--- src/rtl/debounce_pkg.sv ---
// ---------------------------------------------------------------------------
// debounce_pkg
// Shared definitions for the pushbutton debouncer and up/down counter.
//   BTN_ACTIVE_LOW / BTN_ACTIVE_HIGH : raw pin polarity selectors
//   STABLE_CYCLES_12MHZ              : default stable time for the 12 MHz board
//                                      (40 ms at 12 MHz)
//   clog2()                          : ceiling log2, usable in constant context
//   step_e                           : counter step decoded from the press pulses
// ---------------------------------------------------------------------------
package debounce_pkg;

  localparam bit BTN_ACTIVE_LOW  = 1'b1;
  localparam bit BTN_ACTIVE_HIGH = 1'b0;

  localparam int unsigned STABLE_CYCLES_12MHZ = 480000;

  // Number of bits needed to hold values 0 .. value-1.
  function automatic int unsigned clog2(input int unsigned value);
    int unsigned result;
    int unsigned v;
    result = 0;
    v      = (value > 0) ? value - 1 : 0;
    while (v > 0) begin
      result = result + 1;
      v      = v >> 1;
    end
    return result;
  endfunction

  typedef enum logic [1:0] {
    STEP_HOLD,
    STEP_UP,
    STEP_DOWN
  } step_e;

endpackage

--- src/rtl/debounce_channel.sv ---
// ---------------------------------------------------------------------------
// debounce_channel
// Debounces one raw pushbutton input.
//   clk         : system clock, rising edge
//   rst         : synchronous, active-high reset
//   btn_raw     : raw, asynchronous, bouncing pin
//   btn_level   : debounced level, 1 = pressed regardless of ACTIVE_LOW
//   btn_press   : one-cycle pulse in the cycle btn_level rises
//   btn_release : one-cycle pulse in the cycle btn_level falls
// A clean edge on btn_raw reaches btn_level STABLE_CYCLES+2 rising edges after
// it is first sampled: two synchroniser stages plus STABLE_CYCLES filter cycles.
// ---------------------------------------------------------------------------
module debounce_channel
  import debounce_pkg::*;
#(
  parameter int unsigned STABLE_CYCLES = STABLE_CYCLES_12MHZ,
  parameter bit          ACTIVE_LOW    = BTN_ACTIVE_LOW
) (
  input  logic clk,
  input  logic rst,
  input  logic btn_raw,
  output logic btn_level,
  output logic btn_press,
  output logic btn_release
);

  localparam int unsigned        CNT_W    = clog2(STABLE_CYCLES);
  localparam logic [CNT_W-1:0]   CNT_LAST = CNT_W'(STABLE_CYCLES - 1);
  // Synchroniser carries the raw pin, so it idles at the released pin level.
  localparam logic               RAW_IDLE = ACTIVE_LOW;

  logic             sync_q1;
  logic             sync_q2;
  logic             btn_s;
  logic [CNT_W-1:0] stable_cnt;

  // Normalised synchronised input: 1 = pressed.
  assign btn_s = sync_q2 ^ ACTIVE_LOW;

  // NOTE: every flop here is assigned with <= so all of them see the values
  // from before the edge; blocking = would let sync_q2 pick up this cycle's
  // sync_q1 and collapse the two-stage synchroniser into one.
  always_ff @(posedge clk) begin
    if (rst) begin
      sync_q1     <= RAW_IDLE;
      sync_q2     <= RAW_IDLE;
      stable_cnt  <= '0;
      btn_level   <= 1'b0;
      btn_press   <= 1'b0;
      btn_release <= 1'b0;
    end else begin
      sync_q1     <= btn_raw;
      sync_q2     <= sync_q1;
      btn_press   <= 1'b0;
      btn_release <= 1'b0;

      if (btn_s == btn_level) begin
        // Input agrees with the accepted level (or bounced back): restart.
        stable_cnt <= '0;
      end else if (stable_cnt == CNT_LAST) begin
        // Disagreed for STABLE_CYCLES consecutive cycles: accept the new level
        // and flag the edge in the same cycle.
        btn_level   <= btn_s;
        stable_cnt  <= '0;
        btn_press   <= btn_s;
        btn_release <= ~btn_s;
      end else begin
        stable_cnt <= stable_cnt + CNT_W'(1);
      end
    end
  end

endmodule

--- src/rtl/debounced_updown_counter.sv ---
// ---------------------------------------------------------------------------
// debounced_updown_counter
// Debounces NUM_BTNS (>= 2) pushbuttons and drives an up/down counter from
// channel 0 (increment) and channel 1 (decrement). Channels 2+ only provide
// level and pulses.
//   clk         : system clock, rising edge
//   rst         : synchronous, active-high reset
//   btn_raw     : raw, asynchronous, bouncing button pins
//   btn_level   : debounced levels, 1 = pressed
//   btn_press   : one-cycle pulses when a level rises
//   btn_release : one-cycle pulses when a level falls
//   count       : CNT_WIDTH-bit up/down counter
//   count_limit : one-cycle pulse when a step wraps (SATURATE=0) or is
//                 blocked at a limit (SATURATE=1)
// count and count_limit update on the edge after the btn_press pulse.
// ---------------------------------------------------------------------------
module debounced_updown_counter
  import debounce_pkg::*;
#(
  parameter int unsigned NUM_BTNS      = 2,
  parameter int unsigned STABLE_CYCLES = STABLE_CYCLES_12MHZ,
  parameter bit          ACTIVE_LOW    = BTN_ACTIVE_LOW,
  parameter int unsigned CNT_WIDTH     = 4,
  parameter bit          SATURATE      = 1'b0
) (
  input  logic                 clk,
  input  logic                 rst,
  input  logic [NUM_BTNS-1:0]  btn_raw,
  output logic [NUM_BTNS-1:0]  btn_level,
  output logic [NUM_BTNS-1:0]  btn_press,
  output logic [NUM_BTNS-1:0]  btn_release,
  output logic [CNT_WIDTH-1:0] count,
  output logic                 count_limit
);

  localparam logic [CNT_WIDTH-1:0] CNT_MAX = '1;

  for (genvar i = 0; i < NUM_BTNS; i++) begin : g_chan
    debounce_channel #(
      .STABLE_CYCLES(STABLE_CYCLES),
      .ACTIVE_LOW   (ACTIVE_LOW)
    ) u_chan (
      .clk        (clk),
      .rst        (rst),
      .btn_raw    (btn_raw[i]),
      .btn_level  (btn_level[i]),
      .btn_press  (btn_press[i]),
      .btn_release(btn_release[i])
    );
  end

  step_e step;

  // NOTE: step gets a default before the ifs, so every path assigns it and
  // no latch is inferred.
  always_comb begin
    step = STEP_HOLD;
    if (btn_press[0] && !btn_press[1]) begin
      step = STEP_UP;
    end else if (btn_press[1] && !btn_press[0]) begin
      step = STEP_DOWN;
    end
  end

  always_ff @(posedge clk) begin
    if (rst) begin
      count       <= '0;
      count_limit <= 1'b0;
    end else begin
      count_limit <= 1'b0;
      unique case (step)
        STEP_UP: begin
          if (count == CNT_MAX) begin
            count_limit <= 1'b1;
            if (!SATURATE) count <= '0;
          end else begin
            count <= count + CNT_WIDTH'(1);
          end
        end
        STEP_DOWN: begin
          if (count == '0) begin
            count_limit <= 1'b1;
            if (!SATURATE) count <= CNT_MAX;
          end else begin
            count <= count - CNT_WIDTH'(1);
          end
        end
        default: begin
          // Both or neither pressed: hold.
        end
      endcase
    end
  end

endmodule

--- config.mk ---
export PLATFORM = sky130hd
export DESIGN_NAME = debounced_updown_counter
export DESIGN_NICKNAME = d
export VERILOG_FILES = /design/src/rtl/debounce_pkg.sv /design/src/rtl/debounce_channel.sv /design/src/rtl/debounced_updown_counter.sv
export SDC_FILE = /design/constraint.sdc
export NUM_CORES = 1
export LEC_CHECK = 0
export ABC_CLOCK_PERIOD_IN_PS = 4300
export BUFFER_PORTS_ARGS = -buffer_cell sky130_fd_sc_hd__clkbuf_2
export CAP_MARGIN = 5
export CORE_AREA = 5 5 68 70
export CTS_CLUSTER_DIAMETER = 40
export CTS_CLUSTER_SIZE = 12
export DETAILED_ROUTE_END_ITERATION = 8
export DIE_AREA = 0 0 73 75
export HOLD_SLACK_MARGIN = 0.02
export PLACE_DENSITY = 0.92
export SLEW_MARGIN = 20
export SYNTH_ARGS = -nofsm -noshare
export SYNTH_HDL_FRONTEND = slang
export SYNTH_SLANG_ARGS = --single-unit
export TNS_END_PERCENT = 1
--- constraint.sdc ---
create_clock -name clk -period 4.3 [get_ports clk]
set_clock_uncertainty 0.2 [all_clocks]
set_input_delay 0.43 -clock clk [delete_from_list [all_inputs] [get_ports clk]]
set_output_delay 0.43 -clock clk [all_outputs]
set_load 0.05 [all_outputs]
== Word level (Yosys, flattened, before mapping) ==
Index checks and enable logic that the tools add are counted.

* Register bits after elaboration: 53
* Bits of input ports: 4
* Output and inout port bits: 11
* Word-level logic and storage cells: 51

* $add $sub $neg: 4
* Equal/unequal tests: 7
* Muxes and demuxes: 8
* Bitwise operators: 6
* Reductions and logical operators: 12

{| class="wikitable"
|+ Operator list
! kind !! count
|-
| $add 19x1->19 const B || 2
|-
| $eq 19x19->1 const B || 2
|-
| $reduce_or 3->1 || 4
|-
| $mux 4 || 2
|-
| $pmux 4 s2 || 1
|-
| $not 1->1 || 6
|-
| $add 4x1->4 const B || 1
|-
| $eq 4x4->1 const B || 1
|-
| $logic_not 4->1 || 1
|-
| $mux 2 || 2
|-
| $reduce_and 2->1 || 2
|-
| $sub 4x1->4 const B || 1
|-
| $eq 1x1->1 || 2
|-
| $eq 2x1->1 const B || 1
|-
| $eq 2x2->1 const B || 1
|-
| $logic_and 1x1->1 || 2
|-
| $logic_not 1->1 || 2
|-
| $mux 1 || 2
|-
| $pmux 1 s2 || 1
|-
| $reduce_bool 2->1 || 1
|}

== Depth between registers and ports, before layout ==
Gate-level depths: netlist of the first run.

* Depth after elaboration: 6
* Mapped depth: 7
* Mapped depth without buffers: 5

== Cells and area by module ==
From an unflattened synthesis of the first run, not the netlist that was laid out.

* Cell total of the unflattened synthesis: 273
* Area total of the unflattened synthesis: 2,427.3 sq um

{| class="wikitable"
|+ Modules (own cells, without submodules)
! module !! instances !! cells each !! area each (sq um) !! sequential area each (sq um)
|-
| debounce_channel || 2 || 116 || 1,049.8 || 480.5
|-
| debounced_updown_counter || 1 || 41 || 327.8 || 100.1
|}

== Worst setup path after synthesis of the first run ==
Ideal clock, no wire load.

* Path kind: reg-to-reg
* From: reg count[0]
* To: reg count[3]
* Library setup time: 0.120 ns
* Data arrival time: 1.512 ns
* Required time: 3.980 ns
* Setup slack: 2.468 ns
* Cell stages (with the launch flop): 6
* Path buffers: 0
* Period minus slack after synthesis: 1.832 ns
* Cell sequence: dfxtp_1 -> ha_1 -> a21oi_1 -> o21ai_0 -> a21oi_1 -> o31a_1

* Cells in the longest elaborated chain, start to end: 3
* Elaborated cells between the ends (all ways): 7
* Those cells by class: add/sub: 2; eq/ne: 1; mux: 3; reduce/logical: 1

{| class="wikitable"
|+ Ends and longest elaborated chain
! element !! RTL line !! RTL
|-
| from (decl) || debounced_updown_counter.sv:32 || <nowiki>output logic [CNT_WIDTH-1:0] count,</nowiki>
|-
| from (signal assigned) || debounced_updown_counter.sv:77 || <nowiki>count <= count + CNT_WIDTH'(1);</nowiki>
|-
| from (signal assigned) || debounced_updown_counter.sv:85 || <nowiki>count <= count - CNT_WIDTH'(1);</nowiki>
|-
| $sub 4x1->4 (tied with other cells) || debounced_updown_counter.sv:85 ||
|-
| $mux 4, on equally long branches || debounced_updown_counter.sv:81, debounced_updown_counter.sv:73 ||
|-
| $pmux 4 s2 * || debounced_updown_counter.sv:71 || <nowiki>unique case (step)</nowiki>
|}

Every way passes the cells marked *; elsewhere a longest branch is shown, timed or not.
A chain may end at the register's enable or synchronous reset.

== Worst setup path in the final report of the first run ==
* From: reg g_chan[1].u_chan.stable_cnt[2]
* To: reg g_chan[1].u_chan.stable_cnt[7]

* Cells in the longest elaborated chain, start to end: 2
* Elaborated cells between the ends (all ways): 3
* Those cells by class: add/sub: 1; eq/ne: 1; reduce/logical: 1

{| class="wikitable"
|+ Ends and longest elaborated chain
! element !! RTL line !! RTL
|-
| from (decl) || debounce_channel.sv:35 || <nowiki>logic [CNT_W-1:0] stable_cnt;</nowiki>
|-
| from (signal assigned) || debounce_channel.sv:68 || <nowiki>stable_cnt <= stable_cnt + CNT_W'(1);</nowiki>
|-
| parallel branches: the longest is 2 deep, another holds $add 19x1->19 || - ||
|}

Several ways; the timed one is not identified.

==> run metrics, run 1 <==
status=finished, final reports clean; Worst VDD drop=0.217 mV; Max Fclk=474 MHz; Setup Fix Bufs, Post-CTS=0; hpwl dp=3120 um; number of routed nets with antenna violations=0; vias in the first global route=1715; Synth Net Count=282; DR vias=1857; #FFs+latches synth=53; EDFF count, synth=0; initial antenna violation count=0; Core Footprint=0.00391 sq mm; asr flop ratio synth=0%; Mapped Avg Cell Area=8.99 sq um; Clock Root Buffer=clkbuf_8; Hold Vio Cnt, Final=0; GP Congestion=0.821; crit path time final=2110 ps; first-pass GRT wire length=7560 um; relative slew slack=60.0%; GRT Resource Usage Total=17.5%; Worst-path clk slew=90 ps; Die Wd=73 um; RSZ-0062 raised after global routing=no; total CTS buffers=5; Mapped Area=0.00244 sq mm; Fin Setup TNS=0 ps; Initial Util=62.5%; DR WL/cell=13.7 um; leakage power=0.873 nW; final net count=286; warning count from the yosys run=0; std cell rows=23; Cell Count, Final, Fillers Out=327; total wire length=4490 um; Finished Cell Area=0.00259 sq mm; CTS Sinks=53; Placed Cells incl. Taps=319; max-cap violations=0; crit start category=register; drt pass-1 iters=4; part of the cycle the worst path needs=49.1%; Final Slew Violations=0; HP Class=input pin to register; crit-path max FO=18; share of cells above drive strength 1=11.2%; dpl cell area=0.00245 sq mm; Mapped Cells=272; actual slew at the worst max-slew pin=600 ps; Worst-Skew Late Latency=300 ps; Setup violations, final=0; area grow syn2layout=5.78%; grt ovf=0; antenna fix cells=0; unique cell type count in the Yosys netlist=39; dominant synthesized flop cell=dfxtp_1; CTS tree=done; post-synthesis sequential area ratio=43.4%; Cell Pwr Density=346 mW/mm^2; CP required=4270 ps; maximum number of pins on one net before global-route repair=19; Iteration-0 DRC Markers=127; H-tree levels=2; I/O pin count=15; Crit. End Element=register; post-DR vias/cell=5.68; Die ar.=0.00548 sq mm; CTS max path bufs=2; fillers=299; Remaining DRCs=0; CP Data Arrival Time=2080 ps; Die H=75 um; post-cts hold buffer count=0; Post-CTS Resized=0; critical path type=register to register; port bufs=14
-- placed cells by master (no fill, tap or decap), drive strengths merged, types with 2 or more instances in the layout --
cell,n
a21o,2
nor4,2
o31ai,6
xor2,18
nand2,15
nor2,30
xnor2,9
a211oi,3
or3,5
nor3,3
clkbuf,19
bufinv,2
and4,8
nand2b,4
o21ai,8
or4,7
and2,5
dfxtp,53
a21oi,18
ha,6
and3,6
nand4,9
or2,4
inv,11
nand3,15
-- critical path, stage by stage, from the launching register on --
cell and delay, ps:
dfxtp_1 390, and4_1 420, and4_1 310, a21o_1 520, nor2_1 130
-- report_power, final --
group          switching, W  internal [W]
sequential       0.00000160      0.000493
clock              0.000159      0.000231
combinational    0.00000655    0.00000369
-- kinds of logic after synthesis --
logic type / Yosys count / synth area share, %
xor+xnor: 27 / 9.67
mux: 1 / 0.409
flops: 53 / 43.4
compound gates: 40 / 9.98
buf+inv: 28 / 6.81
simple gates: 117 / 26.7
fa+ha+maj: 6 / 3.07
-- state kept, by name, summed over array words and instances (netlist names) --
register and count:
count_limit 1, g_chan.u_chan.btn_level 2, g_chan.u_chan.sync_q2 2, g_chan.u_chan.btn_release 2, g_chan.u_chan.btn_press 2, g_chan.u_chan.sync_q1 2, count 4, g_chan.u_chan.stable_cnt 38
-- cell type report --
class	instances	area (sq um)	area share (%)
multi-input combinational	191	1220	47.1
sequential	53	1060	41.0
timing repair buffer	14	70.1	2.71
clock buffer	5	68.8	2.66
clock inverter	3	65.1	2.52
tap	50	62.6	2.42
inverter	11	41.3	1.60
-- Yosys cell counts, types with 2 or more instances --
master    number  area share, %
dfxtp_1       53             43
nor2_1        30            4.6
xor2_1        18            6.4
a21oi_1       17            3.5
nand2_1       15            2.3
nand3_1       14            2.9
inv_1         11            1.7
nand4_1        9            2.3
xnor2_1        9            3.2
buf_4          8            2.5
o21ai_0        8            1.6
and3_1         6            1.5
and4_1         6            2.1
ha_1           6            3.1
o31ai_1        6            1.8
or4_1          6            1.8
and2_1         5            1.3
or3_1          5            1.3
buf_6          4            1.8
clkbuf_1       4           0.61
nand2b_1       4            1.0
or2_2          4            1.0
a211oi_1       3           0.92
nor3_1         3           0.61
a21o_1         2           0.61
and4_4         2           0.92
nor4_1         2           0.51
-- routing by layer --
layer / wire length [um] / vias to the layer above / track usage, %
met4: 57 / 0 / 7.58
met1: 2000 / 857 / 21.0
met5: 0 / - / 0
li1: - / 953 / -
met3: 179 / 6 / 4.54
met2: 2250 / 41 / 29.6
-- per-stage QoR --
step                      setup slack, ps  util (%)  total power, W  hold slack, ps
after floorplan                      2470         -        0.000514             189
after global placement               2320      62.7        0.000515             194
after detailed placement             2220      62.7        0.000516             199
after CTS                            2220      66.1        0.000902             102
after global routing                 2040      66.1        0.000923             104
final                                2190      66.1        0.000895             109
-- final timing paths --
check	endpoint	cells past startpoint	from	slack [ps]
setup reg to reg	g_chan[1].u_chan.stable_cnt[7]$_SDFF_PP0_	4	g_chan[1].u_chan.stable_cnt[2]$_SDFF_PP0_	2190
hold reg to reg	g_chan[0].u_chan.sync_q2$_SDFF_PP1_	1	g_chan[0].u_chan.sync_q1$_SDFF_PP1_	220
hold / removal	g_chan[0].u_chan.sync_q1$_SDFF_PP1_	2	btn_raw[0]	110
setup / recovery	g_chan[1].u_chan.stable_cnt[7]$_SDFF_PP0_	4	g_chan[1].u_chan.stable_cnt[2]$_SDFF_PP0_	2190
(Power assumes the default switching activity.)
==> run 2: changes to the inputs <==
ABC_AREA = 1   (was not set)
ABC_CLOCK_PERIOD_IN_PS = 1750   (was 4300)
CORE_AREA = 5 5 76 78   (was 5 5 68 70)
DIE_AREA = 0 0 81 83   (was 0 0 73 75)
PLACE_DENSITY = 0.83   (was 0.92)
clock period = 1.75 ns   (was 4.3 ns; I/O delays follow)
==> run 2 against run 1 <==
Compared with the run above:
- sequential cell count stayed put
- clock power is 82% higher
- hold slack better by 94 ps
- critical endpoint is now g_chan[1].u_chan.stable_cnt[10]$_SDFF_PP0_
- highest routed layer unchanged
- combinational power grew to 3.5 times the previous value
==> run metrics, run 2 <==
Crit. End Element=register; #FFs+latches synth=53; Critical R2R Launch=g_chan[1].u_chan.stable_cnt[1]$_SDFF_PP0_; status=finished, final reports clean; antenna fix cells=0; clock power share=36.2%; Mapped Cells=378; dominant synthesized flop cell=dfxtp_1; DR WL/cell=10.6 um; post-DR vias/cell=4.93; Clock Root Buffer=clkbuf_8; max-cap violations=0; GP Congestion=0.914; cell taking the most area after synthesis=dfxtp_1; CP Data Arrival Time=1630 ps; sw frac=22.6%; Synth Net Count=388; Core Footprint=0.00501 sq mm; synth top area cells=dfxtp_1 (40%), nand2_1 (13%), nor2_1 (10%); share of cells above drive strength 1=13.0%; Die H=83 um; asr flop ratio synth=0%; Cell Count, Final, Fillers Out=470; Worst-path clk slew=110 ps; Mapped Avg Cell Area=6.94 sq um; Psw=0.000443 W; part of the cycle the worst path needs=93.1%; top cell type's share of synthesized area=40.4%; Remaining DRCs=0; most frequent cells in the layout=nand2_1 (89), nor2_1 (73), dfxtp_1 (51); drt pass-1 iters=5; total CTS buffers=5; Die Wd=81 um; Max Fclk=614 MHz; R2R Setup Slk=120 ps; Iteration-0 DRC Markers=126; Placed Cells incl. Taps=459; Hold WS=202 ps; most common cell in the synthesized netlist=nand2_1; leakage power=0.998 nW; Mapped Area=0.00263 sq mm; final net count=409; port bufs=14; GRT Resource Usage Total=16.0%; crit start category=register; RSZ-0062 raised after global routing=yes; total wire length=4980 um; Worst-Skew Late Latency=320 ps; vias in the first global route=2176; EDFF count, synth=0; list of most frequent post-synthesis cells=nand2_1 (89), nor2_1 (73), dfxtp_1 (53), inv_1 (41), a21oi_1 (23); post-synthesis sequential area ratio=40.4%; share of total power in combinational logic=1.8%; area grow syn2layout=10.7%; Hold Vio Cnt, Final=0; CTS max path bufs=2; unique cell type count in the Yosys netlist=23; grt ovf=0; Setup Fix Bufs, Post-CTS=0; Post-Place Setup Slack=101 ps; first-pass GRT wire length=8910 um; Die ar.=0.00672 sq mm; crit-path max FO=11; actual slew at the worst max-slew pin=468 ps; Final Worst Setup Slack=120 ps; CP required=1750 ps; crit path time final=1630 ps; H-tree levels=2; hpwl dp=3840 um; Worst VDD drop=0.459 mV; I/O pin count=15; critical path type=register to register; max reg flops=38; std cell rows=26; initial antenna violation count=0; CTS Sinks=53; Critical Path End=g_chan[1].u_chan.stable_cnt[10]$_SDFF_PP0_; Final Slew Violations=0; CTS tree=done; relative slew slack=68.7%; maximum number of pins on one net before global-route repair=19; warning count from the yosys run=0; Worst Setup SP=g_chan[1].u_chan.stable_cnt[1]$_SDFF_PP0_; Setup violations, final=0; leading cell type in the layout, fill and taps excluded=nand2_1; Reg power frac=61.9%; R2R depth=7; Largest regs=g_chan.u_chan.stable_cnt (38), count (4); Cell Int Power=0.00152 W; Biggest register=g_chan.u_chan.stable_cnt; Cell Pwr Density=674 mW/mm^2; HP Class=register to register; Initial Util=52.4%; number of routed nets with antenna violations=0; DR vias=2317; reg2reg end=g_chan[1].u_chan.stable_cnt[10]$_SDFF_PP0_
## run 2: cell type report
cell class	instances	area, sq um
Fill cell	462	2100
Multi-Input combinational cell	273	1350
Sequential cell	53	1060
Inverter	42	158
Timing Repair Buffer	24	153
Tap cell	70	87.6
Clock buffer	5	68.8
Clock inverter	3	25.0
## run 2: per-stage QoR
step	setup TNS, ps	power (W)	cell area, sq um	util [%]
3_5_place_dp	0	0.00127	2760	55.1
4_1_cts	0	0.00199	2890	57.6
6_report	0	0.00196	2910	58.0
3_3_place_gp	0	0.00127	2760	55.1
2_1_floorplan	0	0.00126	2630	-
5_1_grt	-3.79	0.00204	2910	58.0
## run 2: logic make-up after synthesis
logic type	count (synthesis)	share of synthesized area (%)
AND/OR/NAND/NOR	217	35.3
adder cells (fa/ha/maj)	6	2.86
flip-flops	53	40.4
XOR/XNOR	18	6.01
AO/OA/AOI/OAI	32	6.53
buffers and inverters	52	8.87
## run 2: timing repair
action,4_1_cts,5_1_grt
setup endpoints to repair,0,18
endpoints found under the hold margin,4,0
hold buffers,3,0
resized for setup,0,3
## run 2: metal layers
metal,global-route usage (%),vias to the layer above,wire [um]
met5,0,-,0
met4,5.38,0,62
met3,3.03,7,221
met2,27.2,57,2470
met1,19.9,1032,2230
li1,-,1221,-
## run 2: how the worst min path moves through the flow
stage	end	start	slack [ps]	depth (start not counted)
4_1_cts	g_chan[1].u_chan.sync_q2$_SDFF_PP1_	g_chan[1].u_chan.sync_q1$_SDFF_PP1_	210	1
3_3_place_gp	g_chan[1].u_chan.sync_q1$_SDFF_PP1_	btn_raw[1]	160	2
3_5_place_dp	g_chan[1].u_chan.sync_q1$_SDFF_PP1_	btn_raw[1]	170	2
6_report	g_chan[1].u_chan.sync_q2$_SDFF_PP1_	g_chan[1].u_chan.sync_q1$_SDFF_PP1_	200	1
5_1_grt	g_chan[1].u_chan.sync_q2$_SDFF_PP1_	g_chan[1].u_chan.sync_q1$_SDFF_PP1_	230	1
2_1_floorplan	g_chan[0].u_chan.sync_q1$_SDFF_PP1_	btn_raw[0]	80	1
## run 2: power groups by stage
stage               clock network (W)   logic, W  registers [W]
floorplan                           0  0.0000199        0.00124
global placement                    0  0.0000292        0.00124
detailed placement                  0  0.0000298        0.00124
CTS                          0.000737  0.0000351        0.00121
global route                 0.000784  0.0000396        0.00121
finish                       0.000710  0.0000357        0.00121
## run 2: critical path, stage by stage (launching register included)
cell and delay [ps]:
dfxtp_1 360, ha_1 190, nand3_2 130, inv_2 90
nand2_2 110, o21ai_4 190, buf_4 190, nor2_1 60
==> run 3: changes to the inputs <==
ABC_CLOCK_PERIOD_IN_PS = 1800   (was 1750)
CORE_AREA = 5 5 73 75   (was 5 5 76 78)
DIE_AREA = 0 0 78 80   (was 0 0 81 83)
PLACE_DENSITY = 0.86   (was 0.83)
clock period = 1.8 ns   (was 1.75 ns; I/O delays follow)
==> run 3 against run 2 <==
Compared with the run above:
- hold slack gained 26 ps
- wire length grew 4.2%
- largest cell class unchanged
- sequential cell count is the same
- largest power group unchanged
- core utilization grew 5.2 points
- clock power shrank 3.0%
- critical path depth shrank 2
- sequential share of layout area shrank 0.059 points
- final cell count shrank 3.4%
- via count grew 1.9%
- power shrank 2.6%
- non-clock buffer count shrank 2
- die area shrank 7.2%
==> run metrics, run 3 (synthesis gave the netlist of run 2 again) <==
Clock Root Buffer=clkbuf_8; Cell Count, Final, Fillers Out=454; Worst-Skew Late Latency=310 ps; H-tree levels=2; antenna fix cells=0; total wire length=5190 um; max reg flops=38; GP Congestion=0.893; Cell Pwr Density=656 mW/mm^2; Largest regs=g_chan.u_chan.stable_cnt (38), count (4); Critical Path End=g_chan[0].u_chan.btn_level$_SDFFE_PP0P_; Hold WS=228 ps; Initial Util=57.1%; Die ar.=0.00624 sq mm; port bufs=14; Max Fclk=587 MHz; Setup violations, final=0; leading cell type in the layout, fill and taps excluded=nand2_1; vias in the first global route=2127; Die Wd=78 um; hpwl dp=3680 um; critical path type=input pin to register; std cell rows=25; R2R depth=8; total CTS buffers=5; CTS tree=done; grt ovf=0; Hold Vio Cnt, Final=0; part of the cycle the worst path needs=94.7%; fillers=401; crit path time final=1700 ps; Biggest register=g_chan.u_chan.stable_cnt; relative slew slack=63.2%; area grow syn2layout=10.7%; max-cap violations=0; DR vias=2362; initial antenna violation count=0; Final Slew Violations=0; Core Footprint=0.00460 sq mm; number of routed nets with antenna violations=0; leakage power=1.01 nW; maximum number of pins on one net before global-route repair=19; share of total power in combinational logic=2.0%; I/O pin count=15; Psw=0.000436 W; Fin Setup TNS=0 ps; Iteration-0 DRC Markers=184; Final Worst Setup Slack=95.9 ps; HP Class=register to register; most frequent cells in the layout=nand2_1 (89), nor2_1 (72), dfxtp_1 (52); Crit. End Element=register; Worst Setup SP=rst; Reg power frac=61.9%; crit start category=input pin; Post-Place Setup Slack=101 ps; clock power share=36.1%; sw frac=22.9%; Setup Fix Bufs, Post-CTS=0; Worst VDD drop=0.441 mV; Worst-path clk slew=100 ps; Cell Int Power=0.00147 W; reg2reg end=g_chan[0].u_chan.stable_cnt[9]$_SDFF_PP0_; R2R Setup Slk=110 ps; share of cells above drive strength 1=13.0%; crit-path max FO=11; actual slew at the worst max-slew pin=551 ps; GRT Resource Usage Total=16.8%; final net count=409; CP Data Arrival Time=1760 ps; DR WL/cell=11.4 um; CTS max path bufs=2; first-pass GRT wire length=8680 um; Placed Cells incl. Taps=441; post-DR vias/cell=5.20; status=finished, final reports clean; Remaining DRCs=0; drt pass-1 iters=4; CP required=1860 ps; Critical R2R Launch=g_chan[0].u_chan.stable_cnt[0]$_SDFF_PP0_; Die H=80 um; CTS Sinks=53
==> run 3: cell count changes in the layout (fill, tap and decap cells not counted), sizes merged <==
cell      previous run  this run
nand2               94        96
clkinvlp             1         0
inv                 43        42
clkinv               1         3
buf                  7         5
==> run 3: worst min-delay path by stage <==
stage | startpoint | endpoint | slack [ps] | cells past startpoint
2_1_floorplan | btn_raw[0] | g_chan[0].u_chan.sync_q1$_SDFF_PP1_ | 80 | 1
3_3_place_gp | btn_raw[1] | g_chan[1].u_chan.sync_q1$_SDFF_PP1_ | 160 | 2
3_5_place_dp | btn_raw[1] | g_chan[1].u_chan.sync_q1$_SDFF_PP1_ | 170 | 2
4_1_cts | g_chan[1].u_chan.sync_q1$_SDFF_PP1_ | g_chan[1].u_chan.sync_q2$_SDFF_PP1_ | 230 | 1
5_1_grt | g_chan[1].u_chan.sync_q1$_SDFF_PP1_ | g_chan[1].u_chan.sync_q2$_SDFF_PP1_ | 240 | 1
6_report | g_chan[1].u_chan.sync_q1$_SDFF_PP1_ | g_chan[1].u_chan.sync_q2$_SDFF_PP1_ | 230 | 1
==> run 3: metrics by stage <==
| step | instance area, sq um | total power (W) | utilization [%] |
|---|---|---|---|
| floorplan | 2630 | 0.00123 | - |
| global placement | 2740 | 0.00124 | 59.6 |
| global route | 2910 | 0.00198 | 63.2 |
| detailed placement | 2740 | 0.00124 | 59.6 |
| CTS | 2860 | 0.00192 | 62.2 |
| finish | 2910 | 0.00191 | 63.2 |
==> run 3: power by group through the flow <==
stage	Clock (W)	Combinational (W)	Sequential, W
2_1_floorplan	0	0.0000193	0.00121
3_3_place_gp	0	0.0000294	0.00121
3_5_place_dp	0	0.0000299	0.00121
4_1_cts	0.000704	0.0000351	0.00118
5_1_grt	0.000753	0.0000424	0.00118
6_report	0.000689	0.0000389	0.00118
==> run 3: timing repair <==
action / 4_1_cts / 5_1_grt
endpoints found under the hold margin: 4 / 0
resized for setup: 0 / 6
hold buffers: 3 / 0
setup endpoints to repair: 0 / 18
==> run 3: critical path, stage by stage <==
cell and delay [ps]:
dlygate4sd3_1 530, clkbuf_2 200, nor2_2 490, nand3_1 210, a21oi_1 150
==> run 3: layout make-up <==
class                      instances  area (sq um)  share of cell area (%)
sequential                        53          1060                    36.5
clock inverter                     3          22.5                   0.775
inverter                          42           158                    5.42
clock buffer                       5          68.8                    2.37
multi-input combinational        275          1380                    47.4
timing repair buffer              22           150                    5.17
tap                               54          67.6                    2.32
==> run 3: metal layers <==
layer,vias to the layer above,wire length (um),GRT usage [%]
met1,1081,2420,19.5
li1,1221,-,-
met3,7,210,4.06
met2,53,2490,30.0
met5,-,0,0
met4,0,78,5.74
